`src/rtl/key_expand_128.sv`:
```
// key_expand_128: iterative AES-128 key expansion using an external SubWord unit
// Ports: clk/reset (async active-low); start+key_in begin an expansion;
// sw_valid_out/sw_data_out request SubWord(RotWord(w3)), sw_valid_in/sw_data_in
// return it; rk_valid/rk_round/rk_data present each round key; busy, done, err
// report status. Macro KEY_EXPAND_TIMEOUT_EN adds a 16-cycle WAIT watchdog
// driving err; without it err is tied low.
module key_expand_128 #(
  parameter int DATA_LEN   = 32,
  parameter int NUM_ROUNDS = 10
) (
  input  logic                  clk,
  input  logic                  reset,
  input  logic                  start,
  input  logic [4*DATA_LEN-1:0] key_in,
  output logic                  sw_valid_out,
  output logic [DATA_LEN-1:0]   sw_data_out,
  input  logic                  sw_valid_in,
  input  logic [DATA_LEN-1:0]   sw_data_in,
  output logic                  rk_valid,
  output logic [3:0]            rk_round,
  output logic [4*DATA_LEN-1:0] rk_data,
  output logic                  busy,
  output logic                  done,
  output logic                  err
);
  localparam int W = DATA_LEN;
  typedef enum logic [1:0] {IDLE, REQ, WAIT} state_t;
  state_t         state_q;
  logic [4*W-1:0] key_q, key_d;
  logic [W-1:0]   t_d, w0_d, w1_d, w2_d, w3_d, sw_data_q;
  logic [7:0]     rcon_q, rcon_d;
  logic [3:0]     round_q;
  logic           sw_valid_q, rk_valid_q, busy_q, done_q, last_d;

  function automatic logic [W-1:0] rot_word(input logic [W-1:0] x);
    return {x[W-9:0], x[W-1:W-8]};
  endfunction

  // Next round key: each new word chains off the previously computed new word.
  always_comb begin
    t_d    = sw_data_in ^ {rcon_q, {(W-8){1'b0}}};
    w0_d   = key_q[4*W-1:3*W] ^ t_d;
    w1_d   = key_q[3*W-1:2*W] ^ w0_d;
    w2_d   = key_q[2*W-1:W] ^ w1_d;
    w3_d   = key_q[W-1:0] ^ w2_d;
    key_d  = {w0_d, w1_d, w2_d, w3_d};
    rcon_d = {rcon_q[6:0], 1'b0} ^ (rcon_q[7] ? 8'h1b : 8'h00);
    last_d = round_q == 4'(NUM_ROUNDS - 1);
  end

`ifdef KEY_EXPAND_TIMEOUT_EN
  logic [3:0] timer_q;
  logic       err_q;
  assign err = err_q;
`else
  assign err = 1'b0;
`endif

  always_ff @(posedge clk or negedge reset) begin
    if (!reset) begin
      state_q    <= IDLE;
      key_q      <= '0;
      rcon_q     <= '0;
      round_q    <= '0;
      sw_valid_q <= 1'b0;
      sw_data_q  <= '0;
      rk_valid_q <= 1'b0;
      busy_q     <= 1'b0;
      done_q     <= 1'b0;
`ifdef KEY_EXPAND_TIMEOUT_EN
      timer_q    <= '0;
      err_q      <= 1'b0;
`endif
    end else begin
      sw_valid_q <= 1'b0;
      rk_valid_q <= 1'b0;
      done_q     <= 1'b0;
`ifdef KEY_EXPAND_TIMEOUT_EN
      err_q      <= 1'b0;
`endif
      case (state_q)
        IDLE: if (start) begin
          key_q      <= key_in;
          round_q    <= '0;
          rcon_q     <= 8'h01;
          rk_valid_q <= 1'b1;
          busy_q     <= 1'b1;
          sw_valid_q <= 1'b1;
          sw_data_q  <= rot_word(key_in[W-1:0]);
          state_q    <= REQ;
        end
        REQ: begin
          state_q <= WAIT;
`ifdef KEY_EXPAND_TIMEOUT_EN
          timer_q <= '0;
`endif
        end
        WAIT: if (sw_valid_in) begin
          key_q      <= key_d;
          rcon_q     <= rcon_d;
          round_q    <= round_q + 4'd1;
          rk_valid_q <= 1'b1;
          busy_q     <= !last_d;
          done_q     <= last_d;
          sw_valid_q <= !last_d;
          sw_data_q  <= rot_word(w3_d);
          state_q    <= last_d ? IDLE : REQ;
        end
`ifdef KEY_EXPAND_TIMEOUT_EN
        else if (timer_q == 4'hf) begin
          err_q   <= 1'b1;
          busy_q  <= 1'b0;
          state_q <= IDLE;
        end else timer_q <= timer_q + 4'd1;
`endif
        default: state_q <= IDLE;
      endcase
    end
  end

  assign sw_valid_out = sw_valid_q;
  assign sw_data_out  = sw_data_q;
  assign rk_valid     = rk_valid_q;
  assign rk_round     = round_q;
  assign rk_data      = key_q;
  assign busy         = busy_q;
  assign done         = done_q;
endmodule

```
`config.mk`:
```
export PLATFORM = sky130hd
export DESIGN_NAME = key_expand_128
export DESIGN_NICKNAME = d
export VERILOG_FILES = /design/src/rtl/key_expand_128.sv
export SDC_FILE = /design/constraint.sdc
export NUM_CORES = 1
export LEC_CHECK = 0
export ABC_AREA = 1
export CAP_MARGIN = 5
export CELL_PAD_IN_SITES_DETAIL_PLACEMENT = 0
export CELL_PAD_IN_SITES_GLOBAL_PLACEMENT = 1
export CORE_UTILIZATION = 33
export CTS_CLUSTER_SIZE = 25
export DETAILED_ROUTE_END_ITERATION = 10
export MAX_ROUTING_LAYER = met4
export PLACE_DENSITY = 0.88
export SYNTH_ARGS = -nofsm -noshare
export SYNTH_HDL_FRONTEND = slang
export SYNTH_SLANG_ARGS = --single-unit
```
`constraint.sdc`:
```
create_clock -name clk -period 3.5 [get_ports clk]
set_input_delay 0.525 -clock clk [delete_from_list [all_inputs] [get_ports clk]]
set_output_delay 0.525 -clock clk [all_outputs]
set_load 0.02 [all_outputs]
```
==> summary.md, run 1 <==
| Metric | Value |
|---|---|
| Port Buffers | 331 |
| TritonCTS clock tree | done |
| Design Area, Final | 12800 sq um |
| M2 GR Usage | 0.358 |
| Syn_nets | 1425 |
| Clk_skew | 0.0145 ns |
| Startpoint types | flop |
| Hold Crit Class | input pin to asynchronous set/reset pin |
| Initial antenna violation count | 1 |
| Synth Area in Compound Gates | 0.101 |
| Clk_lat worst skew | 0.42 ns |
| Worst Tran Pin Value | 0.972 ns |
| Largest cells by area after synthesis | dfrtp_1 (41%), nand2_1 (18%), nand3_1 (8.7%) |
| Seq/Total Area, Yosys | 0.413 |
| Routed WL per cell | 15.3 um |
| Mux contribution to synthesized area | 0 |
| Crit Path Max Fanout | 66 |
| Clock Tree Root | clkbuf_16 |
| CTS sink count | 146 |
| Pwr per Cell Area | 996 nW/um^2 |
| Ys async rst share | 1.00 |
| Synth cell types | 25 |
| Number of cells produced by synthesis | 1259 |
| CTS hold repair buffers | 0 |
| GR peak layer | met2 |
| Synth top area share | 0.413 |
| Post-DP Area | 12300 sq um |
| Worst Setup End Kind | flop |
| Leak | 0.00607 uW |
| Setup CP Type | flop to flop |
| Layout area overhead | 45.2% |
| Residual DRC | 17 |
| Die W | 166 um |
| Post-CTS setup buffers | 0 |
| Vias in the first global route | 8949 |
| Critical path, cell by cell | inv_1 -> nand2_4 -> nor2_4 -> nor2_4 -> inv_6 -> buf_12 -> nand3_1 -> nand2_1 -> o21ai_0 -> nand2_1 |
| Vias/cell | 4.82 |
| Main synth FF type | dfrtp_1 |
| Share of the cycle needed by the critical path after routing | 0.642 |
| Worst vdd ir | 0.420 mV |
| Setup TNS | 0 ns |
| Pre-Repair DR Iteration Count | 8 |
| Combinational family with the most area after synthesis | simple AND/OR/NAND/NOR gates |
| GR Util met1 | 0.270 |
| CP max-delay cell | dfrtp_1 |
| Slowest stage delay, CP | 0.40 ns |
| Die height | 166 um |
| M3 GR Usage | 0.0512 |
| Number of enable flip-flop cells after synthesis | 0 |
| Rel. slew slack | 0.351 |
| Slew Viols, Final | 0 |
| Core area | 26200 sq um |
| Status | complete, but fails checks |
| Required time worst endpoint | 3.86 ns |
| Post-Synth XOR/XNOR Area | 0.0495 |
| Achievable frequency | 445 MHz |
| DRT Wirelength | 28700 um |
| Yosys warnings | 0 |
| WP data arrival | 2.60 ns |
| Initial DRC count | 523 |
| Failing checks | design-rule violations |
| First-pass GRT wire length | 46700 um |
| Hold Vio Cnt, Final | 0 |
| Number of buffers and inverters on the critical path | 3 |
| Synthesis-stage register bit count | 146 |
| Placer Congestion | 0.825 |
| Share of layout cells above drive strength 1 | 0.0337 |
| Fin nets | 1698 |
| Final setup viols | 0 |
| Largest net degree at the start of global routing | 72 |
| Number of max-cap violations | 0 |
| RSZ-0062 raised after global routing | false |
| Cell taking the most area after synthesis | dfrtp_1 |
| CP top delay family | simple AND/OR/NAND/NOR gates |
| TritonCTS Buffers | 17 |
| Starting density of the core | 0.338 |
| Row cnt | 59 |
| Post-cts gate resize count | 0 |
| Tmin final | 2.25 ns |
| H-tree depth | 4 |
| Placed Cells | 1848 |
| Final non-filler cell total | 1881 |
| Final HPWL DP | 20100 um |
| Reg clk slew, reported paths | 0.07 ns |
| Synth Area in Simple Gates | 0.320 |
| Vias | 9070 |
| Grt ovf | 0 |
| I/O Pins | 333 |
| Clock buffer depth | 2 |
| Total GRT Usage | 0.219 |
| Full die area | 27500 sq um |
| Post-Synth Adder-Cell Area | 0.00283 |
| Post-DRT Antenna Nets | 0 |
| Final hold slack | 0.116 ns |
| Netlist Area Pre-Place | 8850 sq um |
| Syn Area/Cell | 7.03 sq um |
| Post-layout util | 0.490 |
[final timing paths]
check | startpoint | end | slack [ns] | depth (start not counted)
worst min-delay path | reset | rk_data[42]$_DFFE_PN0P_ | 0.12 | 1
worst max register to register | state_q[0]$_DFFE_PN0P_ | rk_data[46]$_DFFE_PN0P_ | 1.25 | 10
min in group clk | busy$_DFFE_PN0P_ | busy$_DFFE_PN0P_ | 0.51 | 2
worst min register to register | busy$_DFFE_PN0P_ | busy$_DFFE_PN0P_ | 0.51 | 2
worst max-delay path | state_q[0]$_DFFE_PN0P_ | rk_data[46]$_DFFE_PN0P_ | 1.25 | 10
max in group asynchronous | reset | rk_data[7]$_DFFE_PN0P_ | 2.60 | 2
[layout by cell type (no fill, tap or decap)]
master / n
o211ai_1: 27
xor2_1: 34
nor2_4: 2
nand2_1: 418
clkinv_2: 1
clkbuf_16: 17
nand3_1: 153
conb_1: 1
o22ai_1: 4
ha_1: 2
inv_8: 3
diode_2: 1
inv_1: 134
nor3_4: 1
buf_4: 7
a22oi_1: 1
clkinv_8: 1
dfrtp_1: 146
o21ai_0: 75
xnor2_1: 16
clkinv_4: 1
nand3b_1: 15
clkdlybuf4s50_1: 330
inv_4: 1
clkinvlp_4: 1
inv_6: 8
o21ai_1: 4
inv_2: 1
buf_12: 5
buf_6: 1
nor2_1: 90
nand2_4: 1
a21oi_1: 3
bufinv_16: 1
a31oi_1: 40
[routing by layer]
metal,part of all wire,vias up
li1,-,4541
met1,0.44,4241
met2,0.48,259
met4,0.019,0
met3,0.063,29
met5,0,-
[state kept, by name (all words and copies together), names as in the netlist]
signal and flops:
state_q 2, rk_valid 1, done 1, rcon_q 8
rk_round 4, busy 1, sw_valid_out 1, rk_data 128
[worst register-to-register path: stages, from the launching register on]
cell and delay [ns]:
dfrtp_1 0.40, inv_1 0.11, nand2_4 0.27, nor2_4 0.28, nor2_4 0.08, inv_6 0.38, buf_12 0.30, nand3_1 0.15
nand2_1 0.07, o21ai_0 0.09, nand2_1 0.07
[cell families (layout without fill, tap and decap cells)]
| family | after synthesis | after routing |
|---|---|---|
| and+or+nand+nor | 680 | 680 |
| buffers and inverters | 226 | 512 |
| AOI/OAI and AO/OA | 154 | 154 |
| DFF | 146 | 146 |
| xor gates and xnor gates | 50 | 50 |
| adders and majority gates | 2 | 2 |
| other | 1 | 2 |
[report_power, final]
group / switching (uW) / total [uW] / internal (uW)
logic: 4410 / 7600 / 3190
clock network: 854 / 1870 / 1020
registers: 839 / 3330 / 2500
total: 6100 / 12800 / 6700
[per-stage QoR]
stage | setup WS [ns] | power (uW)
3_3_place_gp | 1.06 | 10900
2_1_floorplan | 1.87 | 8050
5_1_grt | 1.00 | 13900
3_5_place_dp | 1.04 | 11000
4_1_cts | 1.20 | 12900
6_report | 1.25 | 12800
[cell type report]
class | instances | area (sq um)
inverters | 137 | 522
diodes | 1 | 2.50
multi-input cells | 887 | 4200
well taps | 335 | 419
fillers | 2553 | 13400
clock buffers | 17 | 425
flip-flops and latches | 146 | 3650
repair buffers | 343 | 3470
clock inverters | 15 | 163
[Yosys cell counts (2+ instances only)]
cell	count
o21ai_1	4
buf_4	35
o21ai_0	75
o211ai_1	27
buf_2	21
buf_1	3
nand3_1	153
clkbuf_1	30
nand2_1	418
a21oi_1	3
a31oi_1	40
ha_1	2
nor2_1	90
xnor2_1	16
xor2_1	34
inv_1	136
nor2_4	2
o22ai_1	4
nand3b_1	15
dfrtp_1	146
Power figures use the tool's default switching activity.
==> inputs of run 2 (changes only) <==
Settings changed: CORE_UTILIZATION 33 to 28, PLACE_DENSITY 0.88 to 0.79.
Clock period 3.5 ns to 1.85 ns, I/O delays scaled along.
==> summary.md, run 2 (synthesis results as in run 1) <==
| Metric | Value |
|---|---|
| WP data arrival | 1.50 ns (was 2.60 ns) |
| Achievable frequency | 562 MHz |
| Worst Setup End Kind | primary output (was flop) |
| Pwr per Cell Area | 1880 nW/um^2 (was 996 nW/um^2) |
| TritonCTS clock tree | done (unchanged) |
| Row cnt | 64 (was 59) |
| Number of max-cap violations | 0 (unchanged) |
| Setup CP Type | flop to primary output (was flop to flop) |
| Clock buffer depth | 2 (unchanged) |
| Largest net degree at the start of global routing | 49 (was 72) |
| Clk_lat worst skew | 0.42 ns (about the same) |
| Pwr Total | 25300 uW (was 12800 uW) |
| I/O Pins | 333 (unchanged) |
| Routed WL per cell | 15.1 um (was 15.3 um) |
| Final worst slack | 0.0705 ns (was 1.25 ns) |
| Layout area overhead | 51.7% (was 45.2%) |
| Die W | 180 um (was 166 um) |
| CTS sink count | 146 (unchanged) |
| Share of the cycle needed by the critical path after routing | 0.962 |
| DP Worst Slack | -0.0411 ns (was 1.04 ns) |
| First-pass GRT wire length | 48400 um (was 46700 um) |
| Status | complete, but fails checks (unchanged) |
| Post-DRT Antenna Nets | 0 (unchanged) |
| Hold Crit Class | input pin to asynchronous set/reset pin (unchanged) |
| Required time worst endpoint | 1.57 ns (was 3.86 ns) |
| Die height | 180 um (was 166 um) |
| Post-DP Area | 12800 sq um (was 12300 sq um) |
| Full die area | 32300 sq um (was 27500 sq um) |
| Critical path, cell by cell | clkdlybuf4s50_1 (was inv_1 -> nand2_4 -> nor2_4 -> nor2_4 -> inv_6 -> buf_12 -> nand3_1 -> nand2_1 -> o21ai_0 -> nand2_1) |
| Most common cell after layout, fill and taps aside | nand2_1 (unchanged) |
| Vias/cell | 4.63 (was 4.82) |
| Vias in the first global route | 8967 (was 8949) |
| Post-layout util | 0.436 (was 0.490) |
| Hold Vio Cnt, Final | 0 (unchanged) |
| Total GRT Usage | 0.194 (was 0.219) |
| Clock Tree Root | clkbuf_16 (unchanged) |
| Failing checks | design-rule violations (unchanged) |
| Clk_skew | 0.0127 ns (was 0.0145 ns) |
| CP top delay family | buffers and inverters (was simple AND/OR/NAND/NOR gates) |
| Starting density of the core | 0.287 (was 0.338) |
| Number of buffers and inverters on the critical path | 1 (was 3) |
| Fin nets | 1743 (was 1698) |
| Tmin final | 1.78 ns |
| Pre-Repair DR Iteration Count | 8 (unchanged) |
| Design Area, Final | 13400 sq um (was 12800 sq um) |
| Worst vdd ir | 0.765 mV (was 0.420 mV) |
| Most frequent cells in the layout | nand2_1 (418), clkdlybuf4s50_1 (322), nand3_1 (153) (was nand2_1 (418), clkdlybuf4s50_1 (330), nand3_1 (153)) |
| Initial antenna violation count | 2 (was 1) |
| Post-CTS setup buffers | 0 (unchanged) |
| Placer Congestion | 0.801 (was 0.825) |
| Slew Viols, Final | 0 (unchanged) |
| Residual DRC | 16 (was 17) |
| Reg clk slew, reported paths | 0.07 ns (about the same) |
| Vias | 9212 (was 9070) |
| Crit Path Max Fanout | 4 (was 66) |
| Share of layout cells above drive strength 1 | 0.0597 (was 0.0337) |
| DRT Wirelength | 30000 um (was 28700 um) |
| Grt ovf | 0 (unchanged) |
| Rel. slew slack | 0.651 (was 0.351) |
| Core area | 30800 sq um (was 26200 sq um) |
| H-tree depth | 4 (unchanged) |
| Max FFs per register | 128 (unchanged) |
| Slowest stage delay, CP | 0.65 ns (was 0.40 ns) |
| CP max-delay cell | clkdlybuf4s50_1 (was dfrtp_1) |
| TritonCTS Buffers | 17 (unchanged) |
| Final HPWL DP | 21900 um (was 20100 um) |
| Worst Tran Pin Value | 0.523 ns (was 0.972 ns) |
| Initial DRC count | 471 (was 523) |
| Leak | 0.00641 uW (was 0.00607 uW) |
| Startpoint types | flop (unchanged) |
| Final setup viols | 0 (unchanged) |
| RSZ-0062 raised after global routing | false (unchanged) |
| Port Buffers | 331 (unchanged) |
-- run 2: changes by cell type in the layout (fill, tap and decap cells not counted), sizes merged, moves of 2 or more --
cell / change
dlymetal6s2s: +7
clkbuf: +2
inv: -8
clkinv: +4
bufinv: +2
buf: +44
clkdlybuf4s50: -8
-- run 2: where the power goes --
part | internal, uW | switching [uW]
logic | 6680 | 8480
clock network | 2190 | 1570
registers | 4720 | 1640
-- run 2: layout make-up --
cell class / count / area, sq um
Sequential cell: 146 / 3650
Tap cell: 396 / 495
Clock inverter: 13 / 176
Timing Repair Buffer: 388 / 3940
Multi-Input combinational cell: 887 / 4200
Fill cell: 3086 / 17400
Antenna cell: 2 / 5.00
Clock buffer: 19 / 443
Inverter: 137 / 522
-- run 2: worst paths after layout --
check / endpoint / slack [ns] / start / cells after the start
max in group asynchronous: rcon_q[4]$_DFFE_PN0P_ / 0.90 / reset / 3
max reg2reg: rk_data[25]$_DFFE_PN0P_ / 0.24 / state_q[0]$_DFFE_PN0P_ / 10
min: rk_data[113]$_DFFE_PN0P_ / 0.33 / reset / 2
min reg2reg: rk_data[53]$_DFFE_PN0P_ / 0.53 / rk_data[53]$_DFFE_PN0P_ / 2
max: sw_data_out[23] / 0.07 / rk_data[15]$_DFFE_PN0P_ / 1
min in group clk: rk_data[10]$_DFFE_PN0P_ / 0.42 / key_in[10] / 3
-- run 2: routing by layer --
layer	track usage	vias to the layer above	share of wire	routed length, um
met2	0.313	235	0.47	14000
met3	0.0450	23	0.057	1720
met4	0.0469	0	0.015	448
li1	-	4647	-	-
met1	0.244	4307	0.46	13800
met5	-	-	0	0
-- run 2: timing repair --
action,CTS,global route
pin swaps,0,0
setup endpoints to repair,1,7
hold endpoints to repair,32,0
hold buffers,1,0
gates resized for setup,1,7
-- run 2: stage by stage --
step | setup TNS (ns) | hold slack [ns] | instances
floorplan | 0 | -0.0181 | 1259
global placement | 0 | 0.224 | 1953
detailed placement | -0.0618 | 0.231 | 1953
CTS | 0 | 0.330 | 1986
global route | 0 | 0.330 | 1988
finish | 0 | 0.330 | 1988
